File: src/rtl/sm_peak_track_if.sv
// sm_peak_track_if: bundles the sample input handshake, the comparator
// operand/result path and the peak result handshake of sm_peak_track.
//   WIDTH : sample width (sign bit + WIDTH-1 magnitude bits)
//   CNT_W : width of the peak index ($clog2 of the window length)
// Modports:
//   slave  : the peak tracker itself
//   master : the environment (sample source, comparator, result consumer)
// Signals:
//   InValid/InReady/InData       sample stream in
//   CmpA/CmpB/CmpAGEB            comparator operands out, A >= B result in
//   PeakValid/PeakReady          result handshake
//   PeakData/PeakIdx             peak sample and its 0-based window position
interface sm_peak_track_if #(
  parameter int unsigned WIDTH = 8,
  parameter int unsigned CNT_W = 4
);

  logic             InValid;
  logic             InReady;
  logic [WIDTH-1:0] InData;

  logic [WIDTH-1:0] CmpA;
  logic [WIDTH-1:0] CmpB;
  logic             CmpAGEB;

  logic             PeakValid;
  logic             PeakReady;
  logic [WIDTH-1:0] PeakData;
  logic [CNT_W-1:0] PeakIdx;

  modport slave (
    input  InValid,
    output InReady,
    input  InData,
    output CmpA,
    output CmpB,
    input  CmpAGEB,
    output PeakValid,
    input  PeakReady,
    output PeakData,
    output PeakIdx
  );

  modport master (
    output InValid,
    input  InReady,
    output InData,
    input  CmpA,
    input  CmpB,
    output CmpAGEB,
    input  PeakValid,
    output PeakReady,
    input  PeakData,
    input  PeakIdx
  );

endinterface

File: src/rtl/sm_peak_track.sv
// sm_peak_track: windowed peak tracker for sign-magnitude samples.
// Over each window of WINDOW accepted samples it keeps the running extreme
// and its 0-based index, using an external combinational sign-magnitude
// A >= B comparator, then offers the result on a valid/ready handshake.
// Ports:
//   Clock : rising-edge clock
//   Reset : asynchronous, active-high reset
//   bus   : sm_peak_track_if.slave (sample in, comparator, peak out)
// Parameters:
//   WIDTH  : sample width, fixed at 8 by the comparator stage
//   WINDOW : samples per window, legal range 2..256
// Build option:
//   SM_PEAK_MIN_EN : when defined, track the minimum instead of the maximum
//                    (operands swapped; later sample still wins ties).
module sm_peak_track #(
  parameter  int unsigned WIDTH  = 8,
  parameter  int unsigned WINDOW = 16,
  localparam int unsigned CNT_W  = $clog2(WINDOW)
) (
  input  logic            Clock,
  input  logic            Reset,
  sm_peak_track_if.slave  bus
);

  localparam logic [1:0] IDLE = 2'd0;
  localparam logic [1:0] ACC  = 2'd1;
  localparam logic [1:0] HOLD = 2'd2;

  localparam logic [CNT_W-1:0] LAST_CNT = CNT_W'(WINDOW - 1);

  logic [1:0]       state_q,      state_d;
  logic [WIDTH-1:0] peak_q,       peak_d;
  logic [CNT_W-1:0] idx_q,        idx_d;
  logic [CNT_W-1:0] cnt_q,        cnt_d;
  logic             in_ready_q,   in_ready_d;
  logic             peak_valid_q, peak_valid_d;

  logic             accept_c;

  // in_ready_q is a registered copy of (state != HOLD)
  assign accept_c = bus.InValid & in_ready_q;

  // Comparator operands: the "A >= B" sense selects max or min tracking
`ifdef SM_PEAK_MIN_EN
  assign bus.CmpA = peak_q;
  assign bus.CmpB = bus.InData;
`else
  assign bus.CmpA = bus.InData;
  assign bus.CmpB = peak_q;
`endif

  assign bus.InReady   = in_ready_q;
  assign bus.PeakValid = peak_valid_q;
  assign bus.PeakData  = peak_q;
  assign bus.PeakIdx   = idx_q;

  // State and datapath registers
  always_ff @(posedge Clock or posedge Reset) begin
    if (Reset) begin
      state_q      <= IDLE;
      peak_q       <= '0;
      idx_q        <= '0;
      cnt_q        <= '0;
      in_ready_q   <= 1'b1;
      peak_valid_q <= 1'b0;
    end else begin
      state_q      <= state_d;
      peak_q       <= peak_d;
      idx_q        <= idx_d;
      cnt_q        <= cnt_d;
      in_ready_q   <= in_ready_d;
      peak_valid_q <= peak_valid_d;
    end
  end

  // Next-state, datapath update and registered handshake flags
  always_comb begin
    state_d = state_q;
    peak_d  = peak_q;
    idx_d   = idx_q;
    cnt_d   = cnt_q;

    case (state_q)
      IDLE: begin
        // First sample of a window is the peak by definition
        if (accept_c) begin
          peak_d  = bus.InData;
          idx_d   = '0;
          cnt_d   = CNT_W'(1);
          state_d = ACC;
        end
      end

      ACC: begin
        if (accept_c) begin
          // >= lets the later sample win ties, including -0 vs +0
          if (bus.CmpAGEB) begin
            peak_d = bus.InData;
            idx_d  = cnt_q;
          end
          if (cnt_q == LAST_CNT) begin
            cnt_d   = '0;
            state_d = HOLD;
          end else begin
            cnt_d   = cnt_q + CNT_W'(1);
          end
        end
      end

      HOLD: begin
        // Result held until consumed; input is stalled via InReady
        if (bus.PeakReady) begin
          state_d = IDLE;
        end
      end

      default: begin
        state_d = IDLE;
      end
    endcase

    in_ready_d   = (state_d != HOLD);
    peak_valid_d = (state_d == HOLD);
  end

endmodule
File: src/flat_wrapper.sv
// flat-port wrapper written by rule: the top's interface ports become plain ports
module sm_peak_track_flat 
#(
  parameter  int unsigned WIDTH  = 8,
  parameter  int unsigned WINDOW = 16,
  localparam int unsigned CNT_W  = $clog2(WINDOW)
)
  (Clock, Reset, bus_InValid, bus_InReady, bus_InData, bus_CmpA, bus_CmpB, bus_CmpAGEB, bus_PeakValid, bus_PeakReady, bus_PeakData, bus_PeakIdx);
  sm_peak_track_if #(.WIDTH(WIDTH)) bus_i ();
  input  logic Clock;
  input  logic Reset;
  input wire logic [$bits(bus_i.InValid)-1:0] bus_InValid;
  output wire logic [$bits(bus_i.InReady)-1:0] bus_InReady;
  input wire logic [$bits(bus_i.InData)-1:0] bus_InData;
  output wire logic [$bits(bus_i.CmpA)-1:0] bus_CmpA;
  output wire logic [$bits(bus_i.CmpB)-1:0] bus_CmpB;
  input wire logic [$bits(bus_i.CmpAGEB)-1:0] bus_CmpAGEB;
  output wire logic [$bits(bus_i.PeakValid)-1:0] bus_PeakValid;
  input wire logic [$bits(bus_i.PeakReady)-1:0] bus_PeakReady;
  output wire logic [$bits(bus_i.PeakData)-1:0] bus_PeakData;
  output wire logic [$bits(bus_i.PeakIdx)-1:0] bus_PeakIdx;
  assign bus_i.InValid = bus_InValid;
  assign bus_InReady = bus_i.InReady;
  assign bus_i.InData = bus_InData;
  assign bus_CmpA = bus_i.CmpA;
  assign bus_CmpB = bus_i.CmpB;
  assign bus_i.CmpAGEB = bus_CmpAGEB;
  assign bus_PeakValid = bus_i.PeakValid;
  assign bus_i.PeakReady = bus_PeakReady;
  assign bus_PeakData = bus_i.PeakData;
  assign bus_PeakIdx = bus_i.PeakIdx;
  sm_peak_track #(.WIDTH(WIDTH), .WINDOW(WINDOW)) u_core (.Clock(Clock), .Reset(Reset), .bus(bus_i));
endmodule
File: config.mk
export PLATFORM = sky130hd
export DESIGN_NAME = sm_peak_track_flat
export DESIGN_NICKNAME = d
export VERILOG_FILES = /design/src/rtl/sm_peak_track_if.sv /design/src/rtl/sm_peak_track.sv /design/src/flat_wrapper.sv
export SDC_FILE = /design/constraint.sdc
export NUM_CORES = 1
export LEC_CHECK = 0
export CAP_MARGIN = 20
export CELL_PAD_IN_SITES_DETAIL_PLACEMENT = 1
export CELL_PAD_IN_SITES_GLOBAL_PLACEMENT = 1
export CORE_ASPECT_RATIO = 1.1
export CORE_MARGIN = 5
export CORE_UTILIZATION = 34
export DETAILED_ROUTE_END_ITERATION = 8
export HOLD_SLACK_MARGIN = 0.12
export PLACE_DENSITY = 0.84
export REMOVE_ABC_BUFFERS = 1
export SYNTH_ARGS = -nofsm -noshare
export SYNTH_HDL_FRONTEND = slang
export SYNTH_SLANG_ARGS = --single-unit
File: constraint.sdc
create_clock -name Clock -period 3.05 [get_ports Clock]
set_input_delay 0.61 -clock Clock [delete_from_list [all_inputs] [get_ports Clock]]
set_output_delay 0.61 -clock Clock [all_outputs]
set_load 0.03 [all_outputs]
==> summary.md, run 1 <==
| Metric | Value |
|---|---|
| Port bufs | `42` |
| Net switching power figure | `0.000648 W` |
| Adder-Cell Fraction of Synth Area | `0.0121` |
| Synth area leaders | `dfrtp_1 (46%), buf_4 (12%), mux2_4 (10%)` |
| Synth area leader | `dfrtp_1` |
| Starting density of the core | `0.346` |
| CTS tree | `done` |
| VDD IR max | `0.000563 V` |
| Sequential share of power | `0.327` |
| Crit path depth | `2` |
| Worst-margin pin slew | `768 ps` |
| Outcome | `finished, final reports clean` |
| Placed instance area | `1350 um^2` |
| Reg2reg start | `u_core.bus.InReady$_DFF_PP1_` |
| Mux cell area share after synthesis | `0.141` |
| Min-delay worst type | `reg2reg` |
| CTS Root Cell | `clkbuf_4` |
| Post-DR wirelength/cell | `15.5 um` |
| Most used cell, CP | `clkdlybuf4s50_1` |
| 1st-iter DRT viols | `27` |
| Diode count | `0` |
| DIE WIDTH | `62.6 um` |
| Post-synth top area share | `0.459` |
| Post-CTS resize count | `0` |
| Crit-path max cell delay | `690 ps` |
| Yosys cell types | `24` |
| Final setup vio count | `0` |
| Setup crit start kind | `input pin` |
| First-pass GRT wire length | `3940 um` |
| Timing-limited maximum frequency | `0.416 GHz` |
| Die ar. | `4250 um^2` |
| Vias in the first global route | `761` |
| Nature of the critical path endpoint | `output port` |
| Max Fanout on Critical Path | `2` |
| Power Internal | `0.000824 W` |
| Setup bufs post-CTS | `0` |
| Critical-path cell list | `clkdlybuf4s50_1 > clkdlybuf4s50_1` |
| Post-route ant nets | `0` |
| Ratio of cells with drive above 1 in the final layout | `0.136` |
| Drt pass-1 iters | `4` |
| PwrDens | `1060 nW/um^2` |
| Post-Route WL | `2360 um` |
| CTS Buf Count | `3` |
| Worst r2r path cells | `3` |
| Vias per inst | `4.99` |
| Main combinational cell family by area after synthesis | `buffers and inverters` |
| Critical Path Source | `bus_InData[6]` |
| Leak pwr | `0.606 nW` |
| Worst path slowest cell | `clkdlybuf4s50_1` |
| Initial antenna violation count | `0` |
| Final net count | `133` |
| Max_cap viols | `0` |
| Final Hold Vio Count | `0` |
| CP top delay family | `buffers and inverters` |
| GRT Util Overall | `0.121` |
| Buffer depth of the longest clock path | `2` |
| Fin Clk Skew | `10.8 ps` |
| P&R area growth vs syn | `33.9%` |
| Largest net degree at the start of global routing | `21` |
| WHS Path Cells | `2` |
| Worst-path clk slew | `100 ps` |
| DR DRC count | `0` |
| Post-route setup TNS | `0 ps` |
| Max_slew headroom | `0.488` |
| Post-Synth XOR/XNOR Area | `0` |
| Clock Latency Late Sink | `310 ps` |
| Avg Cell Area, Syn | `11.5 um^2` |
| Max-slew violations | `0` |
| CTS Hold Buffers Added | `0` |
| Sw Share | `0.440` |
| Congestion Overflow GR | `0` |
| Yosys reg bits | `20` |
| Simple-Gate Fraction of Synth Area | `0.118` |
| Post-synthesis sequential area ratio | `0.484` |
| Synth warn | `0` |
| IO Count | `43` |
| Synth Area in Compound Gates | `0.0797` |
| Post-route minimum period | `2410 ps` |
| CP Capture Point | `bus_CmpA[6]` |
| RSZ-0062 raised after global routing | `no` |
| Worst Path Arrival | `1800 ps` |
| Crit path kind | `in2out` |
| Fill count | `329` |
| Combinational power share | `0.567` |
| R2r setup slk | `1350 ps` |
| RePlAce Congestion | `0.705` |
| DP HPWL | `1810 um` |
| Row Count | `21` |
| Clock share of power | `0.105` |
| Netlist Area Pre-Place | `1040 um^2` |
| Placeable Area | `3000 um^2` |
| Final worst path period share | `0.789` |
| Fin area | `1390 um^2` |
| WP data required | `2440 ps` |
| Gate Count Post-Synth | `90` |
| Crit path buf inv count | `2` |
| Chip height | `67.9 um` |
| Via count | `758` |
| Reg2Reg Capture Point | `u_core.bus.CmpB[7]$_DFFE_PP0P_` |
| Clock net sink count | `20` |
| H-tree Lvls | `1` |
[logic make-up (layout without fill, tap and decap cells)]
logic type,after synthesis,after routing
DFF,20,20
muxes,11,11
buffers and inverters,24,52
AOI/OAI and AO/OA,12,12
and+or+nand+nor,22,22
adders and majority gates,1,1
[synthesized netlist by cell type, drive strengths merged]
cell type,number
nand3,4
mux2i,3
nand4b,1
a21oi,4
o2bb2ai,1
nand4,2
nor3,1
ha,1
mux2,8
nor2,2
dfrtp,19
or3,1
inv,6
o21a,1
a22o,1
nand2,8
nor2b,2
nand3b,1
dfstp,1
buf,18
o21ai,5
[layer usage]
metal / wire, um / GRT usage / vias up
met3: 238 / 0.0443 / 7
met1: 1070 / 0.150 / 359
li1: - / - / 344
met4: 76 / 0.0796 / 0
met5: 0 / 0 / -
met2: 973 / 0.179 / 48
[cell type report]
cell class	count	area, um^2	area share
Inverter	6	22.5	0.0162
Tap cell	34	42.5	0.0307
Timing Repair Buffer	42	420	0.303
Clock buffer	4	36.3	0.0261
Sequential cell	20	502	0.362
Multi-Input combinational cell	46	364	0.262
[metrics by stage]
stage | hold WS (ps) | std cells | setup slack, ps | total power, W | utilization
3_3_place_gp | 494 | 148 | 670 | 0.00130 | 0.451
5_1_grt | 546 | 152 | 611 | 0.00156 | 0.463
4_1_cts | 528 | 152 | 635 | 0.00149 | 0.463
2_1_floorplan | 468 | 72 | 1390 | 0.000957 | -
6_report | 527 | 152 | 643 | 0.00147 | 0.463
3_5_place_dp | 511 | 148 | 640 | 0.00133 | 0.451
[how the worst min path moves through the flow]
stage                                      startpoint                                 to  slack, ps
floorplan                 u_core.state_q[1]$_DFF_PP0_        u_core.state_q[0]$_DFF_PP0_        470
global placement          u_core.state_q[1]$_DFF_PP0_        u_core.state_q[0]$_DFF_PP0_        490
detailed placement  u_core.bus.PeakIdx[1]$_DFFE_PP0P_  u_core.bus.PeakIdx[1]$_DFFE_PP0P_        510
CTS                 u_core.bus.PeakIdx[1]$_DFFE_PP0P_  u_core.bus.PeakIdx[1]$_DFFE_PP0P_        530
global route              u_core.state_q[1]$_DFF_PP0_        u_core.state_q[0]$_DFF_PP0_        550
finish              u_core.bus.PeakIdx[1]$_DFFE_PP0P_  u_core.bus.PeakIdx[1]$_DFFE_PP0P_        530
[power by group through the flow]
stage                     Clock (W)  Sequential (W)  Combinational [W]
final                      0.000155        0.000482           0.000835
after global routing       0.000171        0.000502           0.000891
after CTS                  0.000161        0.000484           0.000845
after detailed placement          0        0.000491           0.000840
after global placement            0        0.000475           0.000821
after floorplan                   0        0.000723           0.000233
[cell usage in the layout, fill, tap and decap left out, drive strengths merged, types with 3 or more instances in the layout]
master / count
a21oi: 4
clkbuf: 4
nand3: 4
clkdlybuf4s50: 42
dfrtp: 19
nand2: 8
inv: 6
mux2: 8
o21ai: 5
mux2i: 3
[state kept, by name, summed over array words and instances, names as in the netlist]
signal,cells
u_core.bus.InReady,1
u_core.cnt_q,4
u_core.bus.PeakIdx,4
u_core.bus.PeakValid,1
u_core.bus.CmpB,8
u_core.state_q,2
No activity file was read; power rests on OpenSTA's default activity.
==> run 2: changes to the inputs <==
CORE_UTILIZATION = 31   (was 34)
PLACE_DENSITY = 0.78   (was 0.84)
clock period = 2.25 ns   (was 3.05 ns; I/O delays follow)
==> run 2 against run 1 <==
- final cell count up 3.3%
- global-route usage down 0.96 points
- non-clock buffer count up 3
- critical endpoint is now bus_CmpA[2]
- largest power group unchanged
- sequential power up 36%
- critical path type unchanged
- utilization down 3.2 points
- clock-buffer cell count unchanged
==> summary.md, run 2 (synthesized netlist as in run 1, its figures left out) <==
| Metric | Value |
|---|---|
| Worst-margin pin slew | `409 ps (-358 ps)` |
| Buffer depth of the longest clock path | `2 (unchanged)` |
| Setup bufs post-CTS | `0 (unchanged)` |
| Multi-input gate area | `364 um^2 (unchanged)` |
| CTS tree | `done` |
| CP top delay family | `buffers and inverters` |
| Max_cap viols | `0 (unchanged)` |
| Setup slack after layout | `179 ps (-465 ps)` |
| Timing-limited maximum frequency | `0.483 GHz` |
| First-pass GRT wire length | `4100 um (+4.0%)` |
| Final setup vio count | `0 (unchanged)` |
| PwrDens | `1410 nW/um^2 (+33%)` |
| Vias per inst | `4.80 (-3.8%)` |
| Worst path slowest cell | `clkdlybuf4s50_1` |
| Placeable Area | `3280 um^2 (+9.4%)` |
| Commonest non-fill, non-tap cells in the layout | `clkdlybuf4s50_1 (42), dfrtp_1 (19), nand2_1 (8)` |
| Reg2reg start | `u_core.bus.InReady$_DFF_PP1_` |
| Starting density of the core | `0.316 (-0.0296)` |
| Critical Path Source | `bus_InData[2]` |
| Commonest non-fill, non-tap cell in the layout | `clkdlybuf4s50_1` |
| DP HPWL | `1930 um (+6.7%)` |
| Post-Route WL | `2390 um (+1.3%)` |
| Fin Clk Skew | `9.18 ps (-1.67 ps)` |
| Max_slew headroom | `0.727 (+0.239)` |
| Outcome | `finished, final reports clean` |
| Max-slew violations | `0 (unchanged)` |
| Die ar. | `4600 um^2 (+8.2%)` |
| Sw Share | `0.434 (-0.00558)` |
| Net switching power figure | `0.000863 W (+33%)` |
| Post-route ant nets | `0 (unchanged)` |
| Port bufs | `42 (unchanged)` |
| Reg2Reg Capture Point | `u_core.bus.PeakIdx[1]$_DFFE_PP0P_` |
| Clock net sink count | `20 (unchanged)` |
| Clock Latency Late Sink | `300 ps (about the same)` |
| P&R area growth vs syn | `36.4%` |
| GRT Util Overall | `0.112 (-0.00964)` |
| CTS Root Cell | `clkbuf_4` |
| Max reg flops | `8 (unchanged)` |
| Post-DR wirelength/cell | `15.2 um (-1.9%)` |
| Via count | `753 (-0.66%)` |
| Leak pwr | `0.621 nW (+2.4%)` |
| Post-route setup TNS | `0 ps (unchanged)` |
| Crit path kind | `in2out` |
| Nature of the critical path endpoint | `output port` |
| CTS Buf Count | `3 (unchanged)` |
| WP data required | `1800 ps (-640 ps)` |
| Final worst path period share | `0.921` |
| Clock share of power | `0.102 (-0.003)` |
| Vias in the first global route | `834 (+9.6%)` |
| Sequential cell area | `502 um^2 (unchanged)` |
| Placed instance area | `1380 um^2 (+1.9%)` |
| Final Hold Vio Count | `0 (unchanged)` |
| Most used cell, CP | `clkdlybuf4s50_1` |
| H-tree Lvls | `1 (unchanged)` |
| Worst r2r path cells | `4 (+1)` |
| Chip height | `70.6 um (+4.0%)` |
| Max Fanout on Critical Path | `2 (unchanged)` |
| Worst Path Arrival | `1620 ps (-180 ps)` |
| Fin area | `1410 um^2 (+1.8%)` |
| DIE WIDTH | `65.1 um (+4.0%)` |
| Post-route minimum period | `2070 ps` |
| CTS Hold Buffers Added | `0 (unchanged)` |
| CP Capture Point | `bus_CmpA[2]` |
| Crit path buf inv count | `2 (unchanged)` |
| IO Count | `43 (unchanged)` |
| Crit path depth | `2 (unchanged)` |
| Initial antenna violation count | `0 (unchanged)` |
| VDD IR max | `0.000222 V (-61%)` |
| Final net count | `136 (+2.3%)` |
| RSZ-0062 raised after global routing | `no` |
| Ratio of cells with drive above 1 in the final layout | `0.157 (+0.0214)` |
| Diode count | `0 (unchanged)` |
| DR DRC count | `0 (unchanged)` |
| Sequential share of power | `0.330 (+0.003)` |
| Worst-path clk slew | `110 ps (about the same)` |
| Row Count | `22 (+4.8%)` |
| Placement Setup Slack | `176 ps (-464 ps)` |
| Critical-path cell list | `clkdlybuf4s50_1 > clkdlybuf4s50_1` |
| Setup crit start kind | `input pin` |
| Drt pass-1 iters | `4 (unchanged)` |
| Fill count | `374 (+14%)` |
| Min-delay worst type | `in2async` |
| Combinational power share | `0.568 (about the same)` |
| Largest net degree at the start of global routing | `21 (unchanged)` |
| 1st-iter DRT viols | `22 (-19%)` |
| R2r setup slk | `610 ps (-740 ps)` |
| Crit-path max cell delay | `680 ps (about the same)` |
| Congestion Overflow GR | `0 (unchanged)` |
| RePlAce Congestion | `0.723 (+2.6%)` |
| Post-CTS resize count | `0 (unchanged)` |
| Power Internal | `0.00112 W (+36%)` |
[run 2: power by group through the flow]
stage / clock network (W) / logic [W] / registers (W)
floorplan: 0 / 0.000316 / 0.000980
global placement: 0 / 0.00112 / 0.000646
detailed placement: 0 / 0.00114 / 0.000667
CTS: 0.000214 / 0.00115 / 0.000657
global route: 0.000226 / 0.00120 / 0.000691
finish: 0.000203 / 0.00113 / 0.000656
[run 2: worst min path at each step]
stage,end,cells after the start
final,u_core.cnt_q[3]$_DFFE_PP0P_,3
after global routing,u_core.bus.CmpB[6]$_DFFE_PP0P_,3
after CTS,u_core.bus.CmpB[1]$_DFFE_PP0P_,3
after detailed placement,u_core.bus.PeakIdx[0]$_DFFE_PP0P_,2
after global placement,u_core.state_q[0]$_DFF_PP0_,1
after floorplan,u_core.bus.CmpB[0]$_DFFE_PP0P_,1
[run 2: cell type report]
cell class / count / share of cell area
sequential: 20 / 0.355
timing repair buffer: 45 / 0.314
multi-input combinational: 46 / 0.258
tap: 36 / 0.0319
clock buffer: 4 / 0.0257
inverter: 6 / 0.0159
[run 2: routing by layer]
metal / global-route usage / vias to the layer above / wire, um
met5: 0 / - / 0
met4: 0.0346 / 0 / 35
met3: 0.0317 / 4 / 245
met2: 0.198 / 40 / 1110
met1: 0.130 / 359 / 997
li1: - / 350 / -
[run 2: metrics by stage]
stage,total power [W],std cells,hold WS (ps),util
floorplan,0.00130,72,413,-
global placement,0.00177,153,493,0.420
detailed placement,0.00181,153,528,0.420
CTS,0.00202,157,498,0.431
global route,0.00211,157,512,0.431
finish,0.00199,157,489,0.431
